===== config.mk =====
export PLATFORM = sky130hd
export DESIGN_NAME = ram_8kx32_arbiter
export DESIGN_NICKNAME = d
export VERILOG_FILES = /design/src/rtl/ram_8kx32_arbiter.sv
export SDC_FILE = /design/constraint.sdc
export NUM_CORES = 1
export LEC_CHECK = 0
export CORE_MARGIN = 5
export CORE_UTILIZATION = 40
export DETAILED_ROUTE_END_ITERATION = 12
export GPL_TIMING_DRIVEN = 0
export PLACE_DENSITY = 0.94
export SYNTH_ARGS = -nofsm -noshare
export SYNTH_HDL_FRONTEND = slang
export SYNTH_SLANG_ARGS = --single-unit

===== constraint.sdc =====
create_clock -name CLK -period 8 [get_ports CLK]
set_clock_uncertainty 0.2 [all_clocks]
set_input_delay 2 -clock CLK [delete_from_list [all_inputs] [get_ports CLK]]
set_output_delay 2 -clock CLK [all_outputs]
set_load 0.05 [all_outputs]

===== src/rtl/ram_8kx32_arbiter.sv =====
// Round-robin arbiter and access sequencer for two requesters sharing one RAM_8Kx32 macro.
// Commands are registered onto the RAM pins, and the address is held through the read-data cycle.
module ram_8kx32_arbiter #(
    parameter int AW = 13,
    parameter int DW = 32,
    parameter int NB = 4
) (
    input  logic          CLK,
    input  logic          RST,
    input  logic          r0_req,
    input  logic [NB-1:0] r0_we,
    input  logic [AW-1:0] r0_addr,
    input  logic [DW-1:0] r0_wdata,
    output logic          r0_gnt,
    output logic          r0_rvalid,
    output logic [DW-1:0] r0_rdata,
    input  logic          r1_req,
    input  logic [NB-1:0] r1_we,
    input  logic [AW-1:0] r1_addr,
    input  logic [DW-1:0] r1_wdata,
    output logic          r1_gnt,
    output logic          r1_rvalid,
    output logic [DW-1:0] r1_rdata,
    output logic          ram_EN,
    output logic [NB-1:0] ram_WE,
    output logic [AW-1:0] ram_A,
    output logic [DW-1:0] ram_Di,
    input  logic [DW-1:0] ram_Do
);

    typedef enum logic [1:0] {
        IDLE,
        ISSUE,
        HOLD
    } state_t;

    state_t        state;
    state_t        state_next;
    logic          owner;
    logic          last;
    logic          is_rd;
    logic [DW-1:0] rdata;
    logic [1:0]    rvalid;
    logic          gnt0;
    logic          gnt1;
    logic [NB-1:0] sel_we;
    logic [AW-1:0] sel_addr;
    logic [DW-1:0] sel_wdata;

    // On a tie, the requester that did not win last time gets the grant.
    always_comb begin
        gnt0 = 1'b0;
        gnt1 = 1'b0;
        if (state == IDLE) begin
            if (r0_req && (!r1_req || last)) begin
                gnt0 = 1'b1;
            end else if (r1_req) begin
                gnt1 = 1'b1;
            end
        end
    end

    always_comb begin
        sel_we    = gnt1 ? r1_we    : r0_we;
        sel_addr  = gnt1 ? r1_addr  : r0_addr;
        sel_wdata = gnt1 ? r1_wdata : r0_wdata;
    end

    always_comb begin
        state_next = state;
        case (state)
            IDLE:    if (gnt0 || gnt1) state_next = ISSUE;
            ISSUE:   state_next = is_rd ? HOLD : IDLE;
            HOLD:    state_next = IDLE;
            default: state_next = IDLE;
        endcase
    end

    always_ff @(posedge CLK or posedge RST) begin
        if (RST) begin
            state <= IDLE;
        end else begin
            state <= state_next;
        end
    end

    // ram_A is left untouched outside the grant edge so the bank mux stays correct in HOLD.
    always_ff @(posedge CLK or posedge RST) begin
        if (RST) begin
            ram_EN <= 1'b0;
            ram_WE <= '0;
            ram_A  <= '0;
            ram_Di <= '0;
            owner  <= 1'b0;
            last   <= 1'b1;
            is_rd  <= 1'b0;
            rdata  <= '0;
            rvalid <= '0;
        end else begin
            rvalid <= '0;
            case (state)
                IDLE: begin
                    if (gnt0 || gnt1) begin
                        ram_A  <= sel_addr;
                        ram_Di <= sel_wdata;
                        ram_WE <= sel_we;
                        ram_EN <= 1'b1;
                        owner  <= gnt1;
                        last   <= gnt1;
                        is_rd  <= (sel_we == '0);
                    end
                end
                ISSUE: begin
                    ram_EN <= 1'b0;
                    ram_WE <= '0;
                end
                HOLD: begin
                    rdata         <= ram_Do;
                    rvalid[owner] <= 1'b1;
                end
                default: ;
            endcase
        end
    end

    assign r0_gnt    = gnt0;
    assign r1_gnt    = gnt1;
    assign r0_rvalid = rvalid[0];
    assign r1_rvalid = rvalid[1];
    assign r0_rdata  = rdata;
    assign r1_rdata  = rdata;

endmodule


; Yosys cells after proc, flatten, opt, wreduce, memory -nomap -nowiden
; Index checks and enable logic that the tools add are counted.
[word_totals]
ff_bits = 89
input_bits = 134
word_cells = 43
[classes]
n_lt_le_gt_ge = 2
n_eq_ne = 3
mux = 18
reduce_logical = 10
[op_table]
columns = operator, count
row1 = 32-bit two-way mux, 1
row2 = 13-bit two-way mux, 1
row3 = 4-bit two-way mux, 2
row4 = 4-bit one-hot mux with 2 select lines, 1
row5 = 1-bit two-way mux, 7
row6 = 2-bit two-way mux, 3
row7 = 4-bit zero test, 1
row8 = 2-bit one-hot mux with 2 select lines, 1
row9 = 2-bit AND reduction, 2
row10 = "2-bit by 1-bit equality test with 1-bit output, second input constant", 1
row11 = "2-bit equality test, second input constant", 1
row12 = 1-bit logical AND, 2
row13 = 2-bit zero test, 1
row14 = 1-bit logical OR, 2
row15 = "1-bit by 2-bit less-than comparator with 1-bit output, second input constant", 1
row16 = "2-bit by 1-bit != test with 1-bit output, second input constant", 1
row17 = 1-bit one-hot mux with 2 select lines, 1
row18 = 2-bit nonzero test, 1
row19 = 1-bit demux with 1-bit select, 1
row20 = "1-bit greater-or-equal comparator, second input constant", 1
row21 = 1-bit zero test, 1

; Longest topological paths before layout
; Gate-level depths: netlist (run 1).
[depth]
depth_word = 8
ltp_mapped = 6

; Least setup slack after synthesis (run 1)
; OpenSTA, ideal clock, no wires.
[synth_path]
path_kind = in2out
from = in r1_req
to = out r1_gnt
t_arrival_ns = 3.381
setup_slack_ns = 2.419
stages = 4
n_path_buf = 2
cell_sequence = or3b_1 > clkbuf_1 > clkbuf_1 > nor2_1
[synth_between]
elab_chain_cells = 5
[synth_rtl]
columns = element, line
row1 = from (decl), 17  ; input logic r1_req,
row2 = 1-bit zero test, 55  ; if (r0_req && (!r1_req || last)) begin
row3 = 1-bit logical OR, 55
row4 = 1-bit logical AND, 55
row5 = 1-bit two-way mux (*), 55
row6 = 1-bit two-way mux (*), 54  ; if (state == IDLE) begin
row7 = to (decl), 21  ; output logic r1_gnt,
; Mark *: on every way between the ends. The rest lies on a longest branch, timed or not.

; Final worst setup path (run 1)
; Ends and elaborated chain as after synthesis.

==> key figures, run 1 <==
Status
  – Status: complete, no violations

Final layout
  – # diodes: 0
  – Cell area after layout: 6952 µm²
  – Share of layout cells above drive strength 1: 15.81%
  – FILL cells: 711
  – Nets: 712
  – Layout area overhead: 72.55%

Critical path
  – Crit Path Class: in2out
  – CP Buf/Inv Count: 4
  – Startpoint Class: input port
  – Crit end category: output port
  – Setup slack, reg-to-reg: 5680 ps
  – Critical Path Max Stage Delay: 890 ps
  – Critical path arrival: 4610 ps
  – CP Max Fanout: 10
  – Crit-path leading delay family: buffers and inverters
  – WP data required: ~5800 ps
  – Highest-delay cell along the critical path: clkdlybuf4s50_1
  – CP Cell Sequence: clkdlybuf4s50_1 > or3b_1 > clkbuf_1 > clkbuf_1 > nor2_1 > clkdlybuf4s50_1

Die
  – Die ar.: 12180 µm²
  – Die Ht: 110.4 µm
  – Num ports: about 250
  – Die Wd: 110.4 µm
  – Row cnt: 36
  – Initial Util: 41.03%
  – Standard cell core area: 9819 µm²

STA
  – Tcrit/Tclk final: 85.12%
  – Slew Limit Fails: 0
  – Hold WS: 265.6 ps
  – Final hold vios: 0
  – Setup-failing EPs final: 0
  – RSZ-0062 raised after global routing: false
  – Final WS setup: 1190 ps
  – Final setup TNS: 0 ps
  – Rel. slew slack: 61.12%
  – Maximum clock frequency: 146.8 MHz
  – Crit path time final: 6810 ps
  – Worst slew pin tran: 581.0 ps

Route
  – DRT iter0 DRCs: 191
  – DRT antenna net count: 0
  – Router iterations before antenna repair: 4
  – Vias/cell: 5.211
  – DRC viols: 0
  – Vias: 3726
  – WL per Instance: 19.57 µm
  – Final WL: 13990 µm

Yosys
  – Register area share after synthesis: 55.31%
  – Post-synth top area share: 54.66%
  – Main synth FF type: dfrtp_1
  – Top cells by area, synth: dfrtp_1, a221o_1, mux2_2
  – Most frequent cells after synthesis: dfrtp_1, nor3b_1, a221o_1, buf_4, mux2_2
  – Async S/R FF share, synth: between 90% and 100%
  – Mean Syn Cell Area: around 13 µm²
  – Cell with the most instances after synthesis: dfrtp_1
  – Post-Synthesis Cell Area: 4029 µm²
  – Cell taking the most area after synthesis: dfrtp_1
  – Synth Instances: 315
  – Register bit count reported by yosys: 89
  – Netlist cell types: 28
  – Ys Warns: 0
  – Syn nets: 449
  – Post-synth EDFFs: 0

GRT
  – Largest net degree at the start of global routing: 66
  – Total track usage: 22.27%
  – First-pass GRT wire length: between 20000 and 25000 µm
  – Total gr overflow: 0
  – Number of global-route vias before repair: 3979
  – Initial antenna violation count: 0

Clocking
  – Clock root cell: clkbuf_8
  – CTS Hold Bufs: 0
  – Clk_lat worst skew: 340 ps
  – Clock transition at path regs: 80 ps
  – Postcts setup bufs: 0
  – CTS max path bufs: 2
  – Clock tree sinks: 89
  – CTS tree: built
  – Num CTS Buffers: 9
  – Post-CTS Resized: 0
  – Htree depth: 3

Job
  – Max-Cap Viols: 0

Power
  – Peak supply drop: 0.3123 mV
  – Pleak: 2.820 nW
  – Pwr Total: 3.105 mW
  – PwrDens: 446.7 nW/µm²

Place
  – Detail Placement HPWL: approximately 11000 µm
  – RD Place Congestion: 0.8544
  – Placed instance area: 6738 µm²
  – PortBufs: 251
  – Place WS: ~1200 ps

Worst hold path
  – Hold Path Class: reg2reg
[cells by family (layout without fill, tap and decap cells)]
| group | after synthesis | after routing | synth area share (%) |
|---|---|---|---|
| AOI/OAI and AO/OA | 63 | 63 | 14.10 |
| buffers and inverters | 63 | 330 | 9.875 |
| DFF | 89 | 89 | 55.31 |
| muxes | 32 | 32 | 8.944 |
| and+or+nand+nor | 68 | 68 | 11.77 |
[cell usage in the layout (no fill, tap or decap), types with 4 or more instances in the layout]
master and count:
dfrtp_1 88, clkbuf_8 13, nor2_1 6, buf_4 32
a21oi_1 4, mux2_2 32, a311oi_1 4, a221o_1 45
clkdlybuf4s50_1 251, clkbuf_1 19, o21ai_0 6, nor3b_1 46
nand3b_1 4, buf_6 5
[routing by layer]
layer / GRT usage [%] / wire length (µm) / vias to the layer above
met2: 41.25 / 7243 / 220
met4: 7.740 / 323 / 0
met3: 6.639 / 1439 / 28
met5: 0 / 0 / -
li1: - / - / 1674
met1: 23.99 / 4988 / 1804
[report_power, final]
part           leakage, nW  total, mW  switching (mW)  internal [mW]
Clock                0.112      0.332           0.156          0.177
Sequential            1.06      0.762           0.128          0.634
Combinational         1.65       2.01            1.26          0.754
Total                 2.82       3.11            1.54           1.56
[cell type report]
class,instances,area (µm²),area share [%]
Buffer,59,382.9,5.508
Clock buffer,13,178.9,2.574
Clock inverter,2,35.03,0.5040
Inverter,4,17.52,0.2520
Multi-Input combinational cell,163,1403,20.18
Sequential cell,89,2228,32.06
Tap cell,133,166.4,2.394
Timing Repair Buffer,252,2540,36.54
[metrics by stage]
stage | instances | util (%)
6_report | 715 | 70.80
5_1_grt | 715 | 70.80
4_1_cts | 715 | 70.80
3_5_place_dp | 700 | 68.62
3_3_place_gp | 699 | 68.31
2_1_floorplan | 315 | -
[worst paths after layout]
kind / from / endpoint / cells after the start
hold reg to reg: owner / rvalid[0] / 1
min in group asynchronous: RST / r0_rdata[19] / 2
max in group asynchronous: RST / last / 3
setup reg to reg: state[1] / ram_Di[1] / 5
setup / recovery: r1_req / r1_gnt / 6
hold / removal: owner / rvalid[0] / 1
[registers in the layout (all words and copies together), names as in the netlist]
name / count
ram_WE: 4
ram_EN: 1
last: 1
is_rd: 1
r0_rdata: 32
ram_A: 13
owner: 1
state: 2
rvalid: 2
ram_Di: 32
Note: power is estimated with default switching activity, not from simulation.
==> inputs of run 2 (changes only) <==
--- a/config.mk
+++ b/config.mk
@@ -5,11 +5,13 @@
 export SDC_FILE = /design/constraint.sdc
 export NUM_CORES = 1
 export LEC_CHECK = 0
+export ABC_AREA = 1
 export CORE_MARGIN = 5
 export CORE_UTILIZATION = 40
 export DETAILED_ROUTE_END_ITERATION = 12
+export GPL_ROUTABILITY_DRIVEN = 0
 export GPL_TIMING_DRIVEN = 0
-export PLACE_DENSITY = 0.94
+export PLACE_DENSITY = 0.95
 export SYNTH_ARGS = -nofsm -noshare
 export SYNTH_HDL_FRONTEND = slang
 export SYNTH_SLANG_ARGS = --single-unit
==> run 2 against run 1 <==
  * Via count rose by 4.9%
  * Final cell count is 13% higher
  * Wire length is 0.84% higher
  * Global-route usage rose by 1.0 points
  * Cell area shrank 0.79%
  * Utilization down 0.24 points
  * Highest routed layer unchanged
==> key figures, run 2 <==
Critical path
  – Critical path arrival: 4150 ps
  – Crit Path Class: in2out
  – Most frequent CP cell: clkdlybuf4s50_1
  – Crit end category: output port
  – WP data required: 5800 ps
  – CP Max Fanout: 10
  – CP Buf/Inv Count: 5
  – Crit-path leading delay family: buffers and inverters
  – CP Cell Sequence: clkdlybuf4s50_1 > inv_1 > a21oi_2 > nand2_2 > inv_2 > buf_2 > clkdlybuf4s50_1
  – Highest-delay cell along the critical path: clkdlybuf4s50_1
  – Startpoint Class: input port
  – Critical Path Max Stage Delay: 850 ps

Route
  – Router iterations before antenna repair: 5
  – Vias/cell: 4.819
  – WL per Instance: 17.40 µm
  – DRC viols: 0
  – Final WL: 14110 µm
  – Vias: 3908
  – DRT iter0 DRCs: 183
  – DRT antenna net count: 0

Power
  – Sequential share of power: between 20% and 30%
  – Combinational power share: 66.8%
  – Pleak: 3.059 nW
  – PwrDens: 485.5 nW/µm²
  – Internal Pwr Total: 1.596 mW
  – Sw frac: 52.34%
  – Clock share of power: 9.2%
  – Sw power: 1.752 mW
  – Peak supply drop: 0.2822 mV

STA
  – Crit path time final: 6350 ps
  – Final hold vios: 0
  – Slew Limit Fails: 0
  – Final WS setup: 1650 ps
  – Tcrit/Tclk final: 79.37%
  – Maximum clock frequency: 157.5 MHz
  – Setup-failing EPs final: 0
  – Rel. slew slack: 63.00%
  – Final setup TNS: 0 ps
  – Worst slew pin tran: 553.2 ps
  – RSZ-0062 raised after global routing: false

Die
  – Die Wd: between 100 and 150 µm
  – Standard cell core area: 9774 µm²
  – Row cnt: 36
  – Die ar.: 12080 µm²
  – Die Ht: 109.9 µm
  – Num ports: 252
  – Initial Util: between 40% and 50%

Yosys
  – Synth Instances: 410
  – Largest family of logic cells by synthesized area: simple AND/OR/NAND/NOR gates
  – Main synth FF type: dfrtp_1
  – Register bit count reported by yosys: 89
  – Post-synth top area share: between 50% and 60%
  – Synth Area in Adders: 0%
  – Post-Synth Simple-Gate Area: 23.47%
  – Netlist cell types: 20
  – Mux cell area share after synthesis: under 10%
  – Register area share after synthesis: 55.81%
  – Post-synth EDFFs: 0
  – Post-Synthesis Cell Area: roughly 4000 µm²
  – Most frequent cells after synthesis: nand2_1, nand3_1, dfrtp_1, buf_4, mux2_2
  – Cell with the most instances after synthesis: nand2_1
  – XOR/XNOR share of the synthesized area: 0%
  – Top cells by area, synth: dfrtp_1, nand3_1, nand2_1
  – Cell taking the most area after synthesis: dfrtp_1
  – Mean Syn Cell Area: 9.738 µm²
  – Ys Warns: 0
  – Async S/R FF share, synth: 100.0%
  – Syn nets: 544
  – Synth Area in Compound Gates: 1.410%

Job
  – Max-Cap Viols: 0

Final layout
  – Cell area after layout: 6897 µm²
  – # diodes: 0
  – Util after Layout: a little over two thirds
  – Commonest non-fill, non-tap cell in the layout: clkdlybuf4s50_1
  – Most frequent cells in the layout: clkdlybuf4s50_1, nand2_1, nand3_1
  – Non-Filler Instances: ~810
  – Layout area overhead: 72.74%
  – Multi-input logic area: 1354 µm²
  – Nets: 807
  – FILL cells: 667
  – Share of layout cells above drive strength 1: 15.49%
  – Register area: 2228 µm²

GRT
  – First-pass GRT wire length: 21270 µm
  – Initial antenna violation count: 0
  – Number of global-route vias before repair: roughly 4k
  – Total gr overflow: 0
  – Total track usage: between 20% and 30%
  – Largest net degree at the start of global routing: 54

Clocking
  – CTS Hold Bufs: 0
  – Htree depth: 3
  – CTS tree: built
  – Clk_lat worst skew: 340 ps
  – Clock tree sinks: 89
  – Num CTS Buffers: 9
  – Postcts setup bufs: 0
  – Clock root cell: clkbuf_8
  – Post-CTS Resized: 0
  – Clock transition at path regs: around 90 ps
  – CTS max path bufs: 2

Status
  – Status: complete, no violations

Place
  – Placed cells: 795
  – Detail Placement HPWL: 11290 µm
  – Placed instance area: 6701 µm²
  – Place WS: ~1600 ps
  – PortBufs: 251

Worst hold path
  – Hold Path Class: reg2reg
run 2: changes by cell type in the layout (fill, tap and decap cells not counted), sizes merged, moves of 4 or more:
cell,change
nor3b,-46
a311oi,-4
nand3b,-4
nand2,+103
nor2,+6
nand3,+95
clkbuf,-15
a221o,-45
inv,+10
buf,+7
run 2: cell type report:
class	count	area share, %
Clock inverter	6	0.9797
Sequential cell	89	32.31
Buffer	54	5.243
Clock buffer	10	1.851
Timing Repair Buffer	252	36.83
Multi-Input combinational cell	254	19.63
Tap cell	133	2.413
Inverter	13	0.7438
run 2: cells by family after synthesis:
kind of cell / Yosys count
DFF: 89
AOI/OAI and AO/OA: 10
buffers and inverters: 67
muxes: 32
and+or+nand+nor: 212
run 2: power groups by stage:
stage | clock [mW] | sequential (mW) | combinational, mW
global route | 0.332 | 0.832 | 2.34
floorplan | 0 | 1.49 | 0.772
CTS | 0.316 | 0.805 | 2.25
finish | 0.308 | 0.805 | 2.24
global placement | 0 | 0.795 | 2.21
detailed placement | 0 | 0.813 | 2.25
run 2: final timing paths:
| kind | depth (start not counted) | slack [ps] | start | endpoint |
|---|---|---|---|---|
| worst min-delay path | 1 | 280 | owner | rvalid[0] |
| max in group asynchronous | 3 | 5080 | RST | last |
| min in group asynchronous | 2 | 1840 | RST | r0_rdata[18] |
| worst min register to register | 1 | 280 | owner | rvalid[0] |
| worst max-delay path | 7 | 1650 | r1_req | r1_gnt |
| worst max register to register | 6 | 6120 | last | ram_Di[4] |
run 2: per-stage QoR:
stage | hold WS, ps | power (mW)
after global routing | 314.1 | 3.507
after floorplan | 225.9 | 2.259
after global placement | 240.7 | 3.007
after CTS | 286.8 | 3.374
final | 283.0 | 3.348
after detailed placement | 272.7 | 3.061
run 2: per-layer routing:
layer,vias up,GRT usage [%],wire [µm]
li1,1843,-,-
met1,1839,27.63,5255
met2,211,40.38,7151
met3,15,5.989,1434
met4,0,8.727,269
met5,-,0,0
==> inputs of run 3 (changes only) <==
--- a/config.mk
+++ b/config.mk
@@ -7,11 +7,11 @@
 export LEC_CHECK = 0
 export ABC_AREA = 1
 export CORE_MARGIN = 5
-export CORE_UTILIZATION = 40
+export CORE_UTILIZATION = 33
 export DETAILED_ROUTE_END_ITERATION = 12
 export GPL_ROUTABILITY_DRIVEN = 0
 export GPL_TIMING_DRIVEN = 0
-export PLACE_DENSITY = 0.95
+export PLACE_DENSITY = 0.84
 export SYNTH_ARGS = -nofsm -noshare
 export SYNTH_HDL_FRONTEND = slang
 export SYNTH_SLANG_ARGS = --single-unit
==> constraint.sdc (replaced) <==
create_clock -name CLK -period 5.35 [get_ports CLK]
set_clock_uncertainty 0.2 [all_clocks]
set_input_delay 1.3375 -clock CLK [delete_from_list [all_inputs] [get_ports CLK]]
set_output_delay 1.3375 -clock CLK [all_outputs]
set_load 0.05 [all_outputs]
==> run 3 against run 2 <==
  * Critical path depth unchanged
  * Utilization decreased by 11 points
  * Non-clock buffer count unchanged
  * Cell area increased by 2.2%
  * Wire length decreased by 2.7%
  * Sequential power increased by 49%
  * Setup slack got worse by 1300 ps
  * Clock power increased by 120%
  * Total power increased by 56%
  * Largest cell class unchanged
==> key figures, run 3 (same netlist as run 2, synthesis figures left out) <==
Power
  – Pwr Total: 5.230 mW
  – Sw power: 2.623 mW
  – Internal Pwr Total: 2.607 mW
  – Sw frac: 50.15%
  – Combinational power share: 63.9%
  – Sequential share of power: 22.9%
  – Peak supply drop: 0.3504 mV
  – Pleak: 3.129 nW
  – Clock share of power: 13.2%
  – PwrDens: 742.0 nW/µm²

Final layout
  – Cell area after layout: 7049 µm²
  – Most frequent cells in the layout: clkdlybuf4s50_1, nand2_1, nand3_1
  – Share of layout cells above drive strength 1: 15.49%
  – Nets: a little over 800
  – # diodes: 0
  – Commonest non-fill, non-tap cell in the layout: clkdlybuf4s50_1
  – Layout area overhead: 76.56%
  – FILL cells: 990
  – Multi-input logic area: between 1000 and 1500 µm²
  – Register area: about 2200 µm²

Clocking
  – CTS max path bufs: 2
  – CTS Hold Bufs: 0
  – CTS tree: built
  – Postcts setup bufs: 0
  – Htree depth: 3
  – Num CTS Buffers: 9
  – Clock tree sinks: between 80 and 90
  – Post-CTS Resized: 0
  – Clk_lat worst skew: 330 ps
  – Clock root cell: clkbuf_16
  – Clock transition at path regs: 60 ps

STA
  – Final hold vios: 0
  – Final WS setup: 320.9 ps
  – Worst slew pin tran: 598.0 ps
  – RSZ-0062 raised after global routing: false
  – Tcrit/Tclk final: 94.00%
  – Maximum clock frequency: 198.8 MHz
  – Crit path time final: 5029 ps
  – Setup-failing EPs final: 0
  – Slew Limit Fails: 0
  – Rel. slew slack: 60.14%
  – Final setup TNS: 0 ps

Critical path
  – Crit-path leading delay family: buffers and inverters
  – Critical R2R Launch: last
  – Critical Path Max Stage Delay: 870 ps
  – Most frequent CP cell: clkdlybuf4s50_1
  – Startpoint Class: input port
  – WP data required: 3810 ps
  – Crit end category: output port
  – Critical path arrival: 3490 ps
  – CP Buf/Inv Count: 5
  – Setup slack, reg-to-reg: 3520 ps
  – CP Cell Sequence: clkdlybuf4s50_1 > inv_1 > a21oi_2 > nand2_2 > inv_2 > buf_2 > clkdlybuf4s50_1
  – Highest-delay cell along the critical path: clkdlybuf4s50_1
  – Beginning of the critical path: r1_req
  – Crit Path Class: in2out
  – CP Max Fanout: 10

Worst hold path
  – HP Start: owner
  – Hold Path Class: reg2reg

GRT
  – Initial antenna violation count: 0
  – Number of global-route vias before repair: 4210
  – First-pass GRT wire length: 21460 µm
  – Total track usage: 18.87%
  – Total gr overflow: 0
  – Largest net degree at the start of global routing: 47

Route
  – Vias/cell: about 4.8
  – DRC viols: 0
  – DRT antenna net count: 0
  – WL per Instance: around 17 µm
  – Vias: about 4k
  – Router iterations before antenna repair: 4
  – DRT iter0 DRCs: 191
  – Final WL: 13730 µm

Job
  – Max-Cap Viols: 0

Place
  – PortBufs: 251
  – Place WS: 304.0 ps
  – Detail Placement HPWL: 11030 µm
  – Placed instance area: 6719 µm²

Die
  – Initial Util: 33.52%
  – Die Ht: 120.0 µm
  – Die ar.: approximately 14000 µm²
  – Die Wd: about 120 µm
  – Row cnt: 40
  – Standard cell core area: 11910 µm²
  – Num ports: 252

Status
  – Status: complete, no violations
[run 3: cell count changes in the layout (fill, tap and decap cells not counted), sizes merged]
cell      delta
bufinv       +1
clkbuf       +2
clkinv       -1
clkinvlp     -2
[run 3: power groups by stage]
stage	sequential [mW]	clock (mW)	combinational [mW]
after floorplan	2.22	0	1.15
after global placement	1.18	0	3.32
after detailed placement	1.21	0	3.37
after CTS	1.20	0.713	3.38
after global routing	1.24	0.743	3.49
final	1.20	0.690	3.34
[run 3: worst reg2reg max path, stage by stage, from the launching register on]
cell	delay, ps
dfstp_2	550
inv_1	50
nand2_1	70
nand3_2	130
inv_2	240
buf_2	310
nand3_1	120
nand3_1	100
[run 3: layer usage]
metal	up-vias	part of all wire, %	GRT usage [%]
met4	0	2.4	7.445
met5	-	0	0
met3	24	10	6.503
met2	196	51	33.72
met1	1872	36	20.37
li1	1843	-	-
[run 3: area by class of cell]
cell class              instances  share of cell area, %
plain buffers                  54                  5.130
clock buffers                  12                  3.639
clock inverters                 4                  1.047
inverters                      13                 0.7277
multi-input cells             254                  19.20
flip-flops and latches         89                  31.61
well taps                     147                  2.609
repair buffers                252                  36.03
[run 3: worst paths after layout]
kind	endpoint	cells after the start
worst min-delay path	rvalid[0]	1
worst max-delay path	r1_gnt	7
worst min register to register	rvalid[0]	1
worst max register to register	ram_Di[2]	7
max in group asynchronous	last	3
min in group asynchronous	r0_rdata[14]	2
[run 3: through the flow]
step / hold slack [ps] / cells / util, %
CTS: 256.0 / 825 / 59.18
floorplan: 225.9 / 410 / -
detailed placement: 250.1 / 809 / 56.41
global route: 288.8 / 825 / 59.18
global placement: 247.5 / 808 / 56.16
finish: 253.3 / 825 / 59.18
